### src/rtl/ber_accumulator_if.sv
// Word stream, run control and result bundle between the BER host
// logic and the accumulator.
interface ber_accumulator_if #(
    parameter int WIN_W = 32,
    parameter int ERR_W = 40
);
    logic             en;
    logic [8:0]       err_num;
    logic             lock;
    logic             start;
    logic             stop;
    logic [WIN_W-1:0] window;
    logic [WIN_W-1:0] word_cnt;
    logic [ERR_W-1:0] err_cnt;
    logic [15:0]      lol_cnt;
    logic             busy;
    logic             done;
    logic             sat;

    modport master (
        output en, err_num, lock, start, stop, window,
        input  word_cnt, err_cnt, lol_cnt, busy, done, sat
    );

    modport slave (
        input  en, err_num, lock, start, stop, window,
        output word_cnt, err_cnt, lol_cnt, busy, done, sat
    );
endinterface

### src/rtl/ber_accumulator.sv
// Lock-qualified measurement window that accumulates words, bit errors
// and loss-of-lock events from the PRBS checker.
module ber_accumulator #(
    parameter int WIN_W    = 32,
    parameter int ERR_W    = 40,
    parameter int LOCK_CYC = 16
) (
    input logic               clk,
    input logic               reset,
    ber_accumulator_if.slave  bus
);
    localparam logic [1:0] IDLE      = 2'd0;
    localparam logic [1:0] WAIT_LOCK = 2'd1;
    localparam logic [1:0] MEASURE   = 2'd2;
    localparam logic [1:0] DONE      = 2'd3;
    localparam logic [7:0] LOCK_Q    = 8'(LOCK_CYC);

    logic [1:0]       state;
    logic [7:0]       qual;
    logic             prev_lock;
    logic [WIN_W-1:0] win_q;
    logic [WIN_W-1:0] word_cnt;
    logic [ERR_W-1:0] err_cnt;
    logic [15:0]      lol_cnt;
    logic             sat;

    logic [7:0]       qual_inc;
    logic             qual_hit;
    logic             word_full;
    logic [WIN_W-1:0] word_next;
    logic             win_hit;
    logic [ERR_W:0]   err_sum;
    logic             err_ovf;
    logic [ERR_W-1:0] err_next;
    logic             lol_evt;
    logic             lol_full;

    assign qual_inc  = qual + 8'd1;
    assign qual_hit  = (qual_inc == LOCK_Q);
    assign word_full = &word_cnt;
    assign word_next = word_full ? word_cnt : word_cnt + WIN_W'(1);
    // a zero window means run until stop, so it never matches here
    assign win_hit   = (win_q != '0) && (word_next == win_q);
    assign err_sum   = {1'b0, err_cnt} + (ERR_W+1)'(bus.err_num);
    assign err_ovf   = err_sum[ERR_W];
    assign err_next  = err_ovf ? '1 : err_sum[ERR_W-1:0];
    assign lol_evt   = prev_lock & ~bus.lock;
    assign lol_full  = &lol_cnt;

    always_ff @(posedge clk) begin
        if (reset) begin
            state     <= IDLE;
            qual      <= '0;
            prev_lock <= 1'b0;
            win_q     <= '0;
            word_cnt  <= '0;
            err_cnt   <= '0;
            lol_cnt   <= '0;
            sat       <= 1'b0;
        end else begin
            case (state)
                IDLE, DONE: begin
                    if (bus.start) begin
                        state    <= WAIT_LOCK;
                        qual     <= '0;
                        win_q    <= bus.window;
                        word_cnt <= '0;
                        err_cnt  <= '0;
                        lol_cnt  <= '0;
                        sat      <= 1'b0;
                    end
                end
                WAIT_LOCK: begin
                    if (bus.stop) begin
                        state <= IDLE;
                    end else if (bus.en) begin
                        if (bus.lock) begin
                            qual <= qual_inc;
                            if (qual_hit) begin
                                state     <= MEASURE;
                                prev_lock <= 1'b1;
                            end
                        end else begin
                            qual <= '0;
                        end
                    end
                end
                MEASURE: begin
                    if (bus.en) begin
                        word_cnt  <= word_next;
                        err_cnt   <= err_next;
                        prev_lock <= bus.lock;
                        if (lol_evt && !lol_full)
                            lol_cnt <= lol_cnt + 16'd1;
                        if (word_full || err_ovf || (lol_evt && lol_full))
                            sat <= 1'b1;
                    end
                    if (bus.stop || (bus.en && win_hit))
                        state <= DONE;
                end
                default: state <= IDLE;
            endcase
        end
    end

    assign bus.word_cnt = word_cnt;
    assign bus.err_cnt  = err_cnt;
    assign bus.lol_cnt  = lol_cnt;
    assign bus.sat      = sat;
    assign bus.busy     = (state == WAIT_LOCK) || (state == MEASURE);
    assign bus.done     = (state == DONE);
endmodule

### src/flat_wrapper.sv
// flat-port wrapper written by rule: the top's interface ports become plain ports
module ber_accumulator_flat 
#(
    parameter int WIN_W    = 32,
    parameter int ERR_W    = 40,
    parameter int LOCK_CYC = 16
)
  (clk, reset, bus_en, bus_err_num, bus_lock, bus_start, bus_stop, bus_window, bus_word_cnt, bus_err_cnt, bus_lol_cnt, bus_busy, bus_done, bus_sat);
  ber_accumulator_if #(.WIN_W(WIN_W), .ERR_W(ERR_W)) bus_i ();
  input logic clk;
  input logic reset;
  input wire logic [$bits(bus_i.en)-1:0] bus_en;
  input wire logic [$bits(bus_i.err_num)-1:0] bus_err_num;
  input wire logic [$bits(bus_i.lock)-1:0] bus_lock;
  input wire logic [$bits(bus_i.start)-1:0] bus_start;
  input wire logic [$bits(bus_i.stop)-1:0] bus_stop;
  input wire logic [$bits(bus_i.window)-1:0] bus_window;
  output wire logic [$bits(bus_i.word_cnt)-1:0] bus_word_cnt;
  output wire logic [$bits(bus_i.err_cnt)-1:0] bus_err_cnt;
  output wire logic [$bits(bus_i.lol_cnt)-1:0] bus_lol_cnt;
  output wire logic [$bits(bus_i.busy)-1:0] bus_busy;
  output wire logic [$bits(bus_i.done)-1:0] bus_done;
  output wire logic [$bits(bus_i.sat)-1:0] bus_sat;
  assign bus_i.en = bus_en;
  assign bus_i.err_num = bus_err_num;
  assign bus_i.lock = bus_lock;
  assign bus_i.start = bus_start;
  assign bus_i.stop = bus_stop;
  assign bus_i.window = bus_window;
  assign bus_word_cnt = bus_i.word_cnt;
  assign bus_err_cnt = bus_i.err_cnt;
  assign bus_lol_cnt = bus_i.lol_cnt;
  assign bus_busy = bus_i.busy;
  assign bus_done = bus_i.done;
  assign bus_sat = bus_i.sat;
  ber_accumulator #(.WIN_W(WIN_W), .ERR_W(ERR_W), .LOCK_CYC(LOCK_CYC)) u_core (.clk(clk), .reset(reset), .bus(bus_i));
endmodule
### config.mk
export PLATFORM = sky130hd
export DESIGN_NAME = ber_accumulator_flat
export DESIGN_NICKNAME = d
export VERILOG_FILES = /design/src/rtl/ber_accumulator_if.sv /design/src/rtl/ber_accumulator.sv /design/src/flat_wrapper.sv
export SDC_FILE = /design/constraint.sdc
export NUM_CORES = 1
export LEC_CHECK = 0
export ABC_CLOCK_PERIOD_IN_PS = 3370
export BUFFER_PORTS_ARGS = -buffer_cell sky130_fd_sc_hd__clkbuf_2
export CAP_MARGIN = 20
export CORE_ASPECT_RATIO = 0.9
export CORE_MARGIN = 1.5
export CORE_UTILIZATION = 52
export CTS_CLUSTER_SIZE = 14
export DETAILED_ROUTE_END_ITERATION = 6
export GPL_TIMING_DRIVEN = 0
export MAX_ROUTING_LAYER = met4
export PLACE_DENSITY = 0.85
export SYNTH_ARGS = -nofsm -noshare
export SYNTH_HDL_FRONTEND = slang
export SYNTH_SLANG_ARGS = --single-unit
### constraint.sdc
create_clock -name clk -period 3.37 [get_ports clk]
set_input_delay 0.1685 -clock clk [delete_from_list [all_inputs] [get_ports clk]]
set_output_delay 0.1685 -clock clk [all_outputs]
set_load 0.02 [all_outputs]
==> metrics.cfg <==
[global_route]
grt_util_met1=0.450
grt_first_pass_wirelength_microns=42800
global_route.usage.total=0.347
grtUsageMet3=0.107
grtUsageMet2=0.503
globalRoute.totalOverflow=0
grt_max_degree=17
top_usage_layer=met2
grt_pass1_vias=8431
number_of_antenna_violations_at_the_first_check_in_global_routing=1

[route]
wire_length_per_cell_after_detailed_routing_microns=18.8
wirelength_microns=28600
ant_nets=0
total_via_count_in_the_routed_design=9522
drt_iter0_markers=1218
drt-pass1-iter-count=5
drcViolationCount=0
routed_via_density=6.28

[clock_network]
clock_tree.buffer_depth=2
worstSkewPairLatency_ps=430
path_clk_slew_ps=70
htree_num_levels=4
cts.sinks=132
cts-buffers-inserted=17
cts_tree=built
cts.root.buffer_cell=sky130_fd_sc_hd__clkbuf_16

[sta]
fin_setup_tns_ps=0
tightestPinTransition_ps=875
rsz_0062_raised_after_global_routing=yes
timing_hold_violations_final=0
fmax_mhz=297
final_setup_violation_count=0
maxSlewHeadroom=0.411
finalMaxSlewViolations=0
pnr_worst_setup_slack_ps=2.32
timing.final.crit_period_ps=3370
portion_of_the_clock_cycle_consumed_by_the_worst_path_in_the_final_layout=0.999
setup_skew_ps=11.2
final.hold.worst_slack_ps=13.0

[critical_path]
timing.critical_path.to_type=flip-flop
cpMostUsedCell=sky130_fd_sc_hd__nand4_1
worst-path-buf-inv=2
path_cells=buf_6, ha_4, nand4_1, or3_4, o31ai_4, buf_4, nor2_1, o31ai_2, nand4_1, nor4_4, a21oi_2, mux2_4
max_stage_delay_ps=520
critical-path-slowest-cell=sky130_fd_sc_hd__or3_4
path_max_fanout=5
critPathTopFamily=simple AND/OR/NAND/NOR gates
worst-endpoint-required_ps=3680
startpoint_type=flip-flop
critical_path_arrival_ps=3680
ff2ff_setup_slack_ps=2
critPathKind=flip-flop to flip-flop

[cells_and_area]
mostFrequentLayoutCells=sky130_fd_sc_hd__nand2_1 (161), sky130_fd_sc_hd__clkbuf_2 (144), sky130_fd_sc_hd__dfxtp_1 (112)
nets=1368
post_route_cells_drive_above_1_share=0.241
finalNonFillerCells=1516
mostFrequentLayoutCell=sky130_fd_sc_hd__nand2_1
postLayoutCoreUtil=0.718
areaGrowthSynthToFinish_pct=33.4

[yosys]
ys_seq_elements=132
post_synth_inst_count=1076
synthMuxAreaShare=0.0171
synthSimpleGateAreaFrac=0.298
synthesis.nets=1140
synth_enable_flop_cells=0
ys_types=65
combinational_family_with_the_most_area_after_synthesis=simple AND/OR/NAND/NOR gates
synth-adder-area-share=0.0274
synth-async-reset-ratio=0
synthesis.area_sq_um=8030
synthFlopType=sky130_fd_sc_hd__dfxtp_1
synth_compound_area_frac=0.216
synth_sequential_area_ratio=0.329
synthXorXnorAreaFrac=0.0633
synth_area_per_cell_sq_um=7.46
synthesis.yosys.warnings=0

[die]
fp.coreArea_sq_um=14900
die_x_microns=134
initial_core_util=0.538
rows=42
die_area_sq_um=16200
num_io_pins=138
die-height_microns=121

[placement]
placement.setup.worst_slack_ps=-599
hpwl_microns=19000
place.gp.congestion=1.01
placed_cells_incl_taps=1412
placement.io_buffers=137

[min_path]
hold_class=input pin to flip-flop

[power_and_ir_drop]
power-per-cell-area_nw_per_um2=420
maximum_ir_drop_on_the_vdd_rail_mv=0.391
total_leakage_power_nw=4.28

[job]
cap_violations=0

[outcome]
status=complete, no violations

[routing by layer]
| layer | vias to the layer above | routed length (microns) |
|---|---|---|
| li1 | 4385 | - |
| met1 | 4382 | 11600 |
| met2 | 619 | 12500 |
| met3 | 136 | 3330 |
| met4 | 0 | 1150 |
| met5 | - | 0 |
[cells by family (layout without fill, tap and decap cells)]
family / count (synthesis) / in the layout
XOR/XNOR: 58 / 58
adder cells (fa/ha/maj): 17 / 17
buffers and inverters: 95 / 336
AND/OR/NAND/NOR: 481 / 481
other: 0 / 1
flip-flops: 132 / 132
multiplexers: 13 / 13
AO/OA/AOI/OAI: 280 / 280
[power breakdown]
part	total (mW)	leakage [nW]	switching [mW]	internal, mW
combinational	0.873	2.91	0.600	0.273
sequential	1.68	1.08	0.0715	1.61
clock	1.95	0.287	0.761	1.19
[synthesized netlist by cell type, types with 3 or more instances]
| cell | count | area (sq um) |
|---|---|---|
| sky130_fd_sc_hd__nand2_1 | 162 | 608 |
| sky130_fd_sc_hd__dfxtp_1 | 132 | 2640 |
| sky130_fd_sc_hd__a21oi_1 | 109 | 546 |
| sky130_fd_sc_hd__nor2_1 | 95 | 357 |
| sky130_fd_sc_hd__o21ai_0 | 53 | 265 |
| sky130_fd_sc_hd__clkbuf_1 | 49 | 184 |
| sky130_fd_sc_hd__nand3_1 | 37 | 185 |
| sky130_fd_sc_hd__nand4_1 | 37 | 231 |
| sky130_fd_sc_hd__xnor2_1 | 30 | 263 |
| sky130_fd_sc_hd__xor2_1 | 28 | 245 |
| sky130_fd_sc_hd__nor3_1 | 27 | 135 |
| sky130_fd_sc_hd__inv_1 | 26 | 97.6 |
| sky130_fd_sc_hd__or3_1 | 24 | 150 |
| sky130_fd_sc_hd__nor4_1 | 19 | 119 |
| sky130_fd_sc_hd__and3_1 | 17 | 106 |
| sky130_fd_sc_hd__o31ai_1 | 17 | 128 |
| sky130_fd_sc_hd__ha_1 | 16 | 200 |
| sky130_fd_sc_hd__a22oi_1 | 14 | 105 |
| sky130_fd_sc_hd__a31oi_1 | 14 | 87.6 |
| sky130_fd_sc_hd__buf_2 | 13 | 65.1 |
| sky130_fd_sc_hd__or4_1 | 10 | 75.1 |
| sky130_fd_sc_hd__a21o_1 | 9 | 67.6 |
| sky130_fd_sc_hd__a311oi_1 | 9 | 78.8 |
| sky130_fd_sc_hd__and2_1 | 9 | 56.3 |
| sky130_fd_sc_hd__nor2b_1 | 8 | 50.1 |
| sky130_fd_sc_hd__o211ai_1 | 8 | 60.1 |
| sky130_fd_sc_hd__o21a_1 | 8 | 60.1 |
| sky130_fd_sc_hd__mux2i_1 | 7 | 70.1 |
| sky130_fd_sc_hd__a211oi_1 | 6 | 45.0 |
| sky130_fd_sc_hd__nand2b_1 | 6 | 37.5 |
| sky130_fd_sc_hd__nor3b_1 | 6 | 45.0 |
| sky130_fd_sc_hd__and4_1 | 5 | 43.8 |
| sky130_fd_sc_hd__and4b_1 | 5 | 50.1 |
| sky130_fd_sc_hd__buf_4 | 4 | 30.0 |
| sky130_fd_sc_hd__mux2_2 | 4 | 45.0 |
| sky130_fd_sc_hd__o22ai_1 | 4 | 25.0 |
| sky130_fd_sc_hd__a21boi_0 | 3 | 22.5 |
| sky130_fd_sc_hd__a2bb2oi_1 | 3 | 26.3 |
| sky130_fd_sc_hd__nand3b_1 | 3 | 22.5 |
| sky130_fd_sc_hd__o2111ai_1 | 3 | 26.3 |
| sky130_fd_sc_hd__o221a_2 | 3 | 33.8 |
| sky130_fd_sc_hd__o31a_1 | 3 | 26.3 |
[sequential cells by signal (all words and copies together) (netlist names)]
signal and cells:
u_core.bus.err_cnt 40, u_core.bus.word_cnt 32, u_core.win_q 32, u_core.bus.lol_cnt 16, u_core.qual 8, u_core.state 2
u_core.bus.sat 1, u_core.prev_lock 1
[final timing paths]
path                     startpoint                     to  cells past startpoint
min                   bus_window[0]        u_core.win_q[0]                      3
max reg2reg  u_core.bus.word_cnt[0]        u_core.state[0]                     12
max          u_core.bus.word_cnt[0]        u_core.state[0]                     12
min reg2reg   u_core.bus.err_cnt[0]  u_core.bus.err_cnt[0]                      2
[cell type report]
cell class / count / area [sq um]
Antenna cell: 1 / 2.50
Buffer: 62 / 352
Clock buffer: 18 / 439
Clock inverter: 14 / 179
Fill cell: 1185 / 4210
Inverter: 26 / 97.6
Multi-Input combinational cell: 849 / 5330
Sequential cell: 132 / 2690
Tap cell: 198 / 248
Timing Repair Buffer: 216 / 1380
[tightest hold or removal path, cell delays in order]
cell,delay [ps]
sky130_fd_sc_hd__clkbuf_2,80
sky130_fd_sc_hd__nand2_1,70
sky130_fd_sc_hd__a21oi_1,70
[repair_timing]
item                       CTS  global route
hold buffers                31             0
gates resized for setup     57            49
pin swaps                   10            17
buffers inserted            12            35
hold endpoints to repair    31             0
setup endpoints to repair   15            57
[metrics by stage]
| stage | total power, mW | instance area [sq um] |
|---|---|---|
| 2_1_floorplan | 2.19 | 8070 |
| 3_3_place_gp | 2.46 | 9010 |
| 3_5_place_dp | 2.48 | 9010 |
| 4_1_cts | 4.45 | 10300 |
| 5_1_grt | 4.65 | 10700 |
| 6_report | 4.50 | 10700 |
Note: power is estimated with default switching activity, not from simulation.
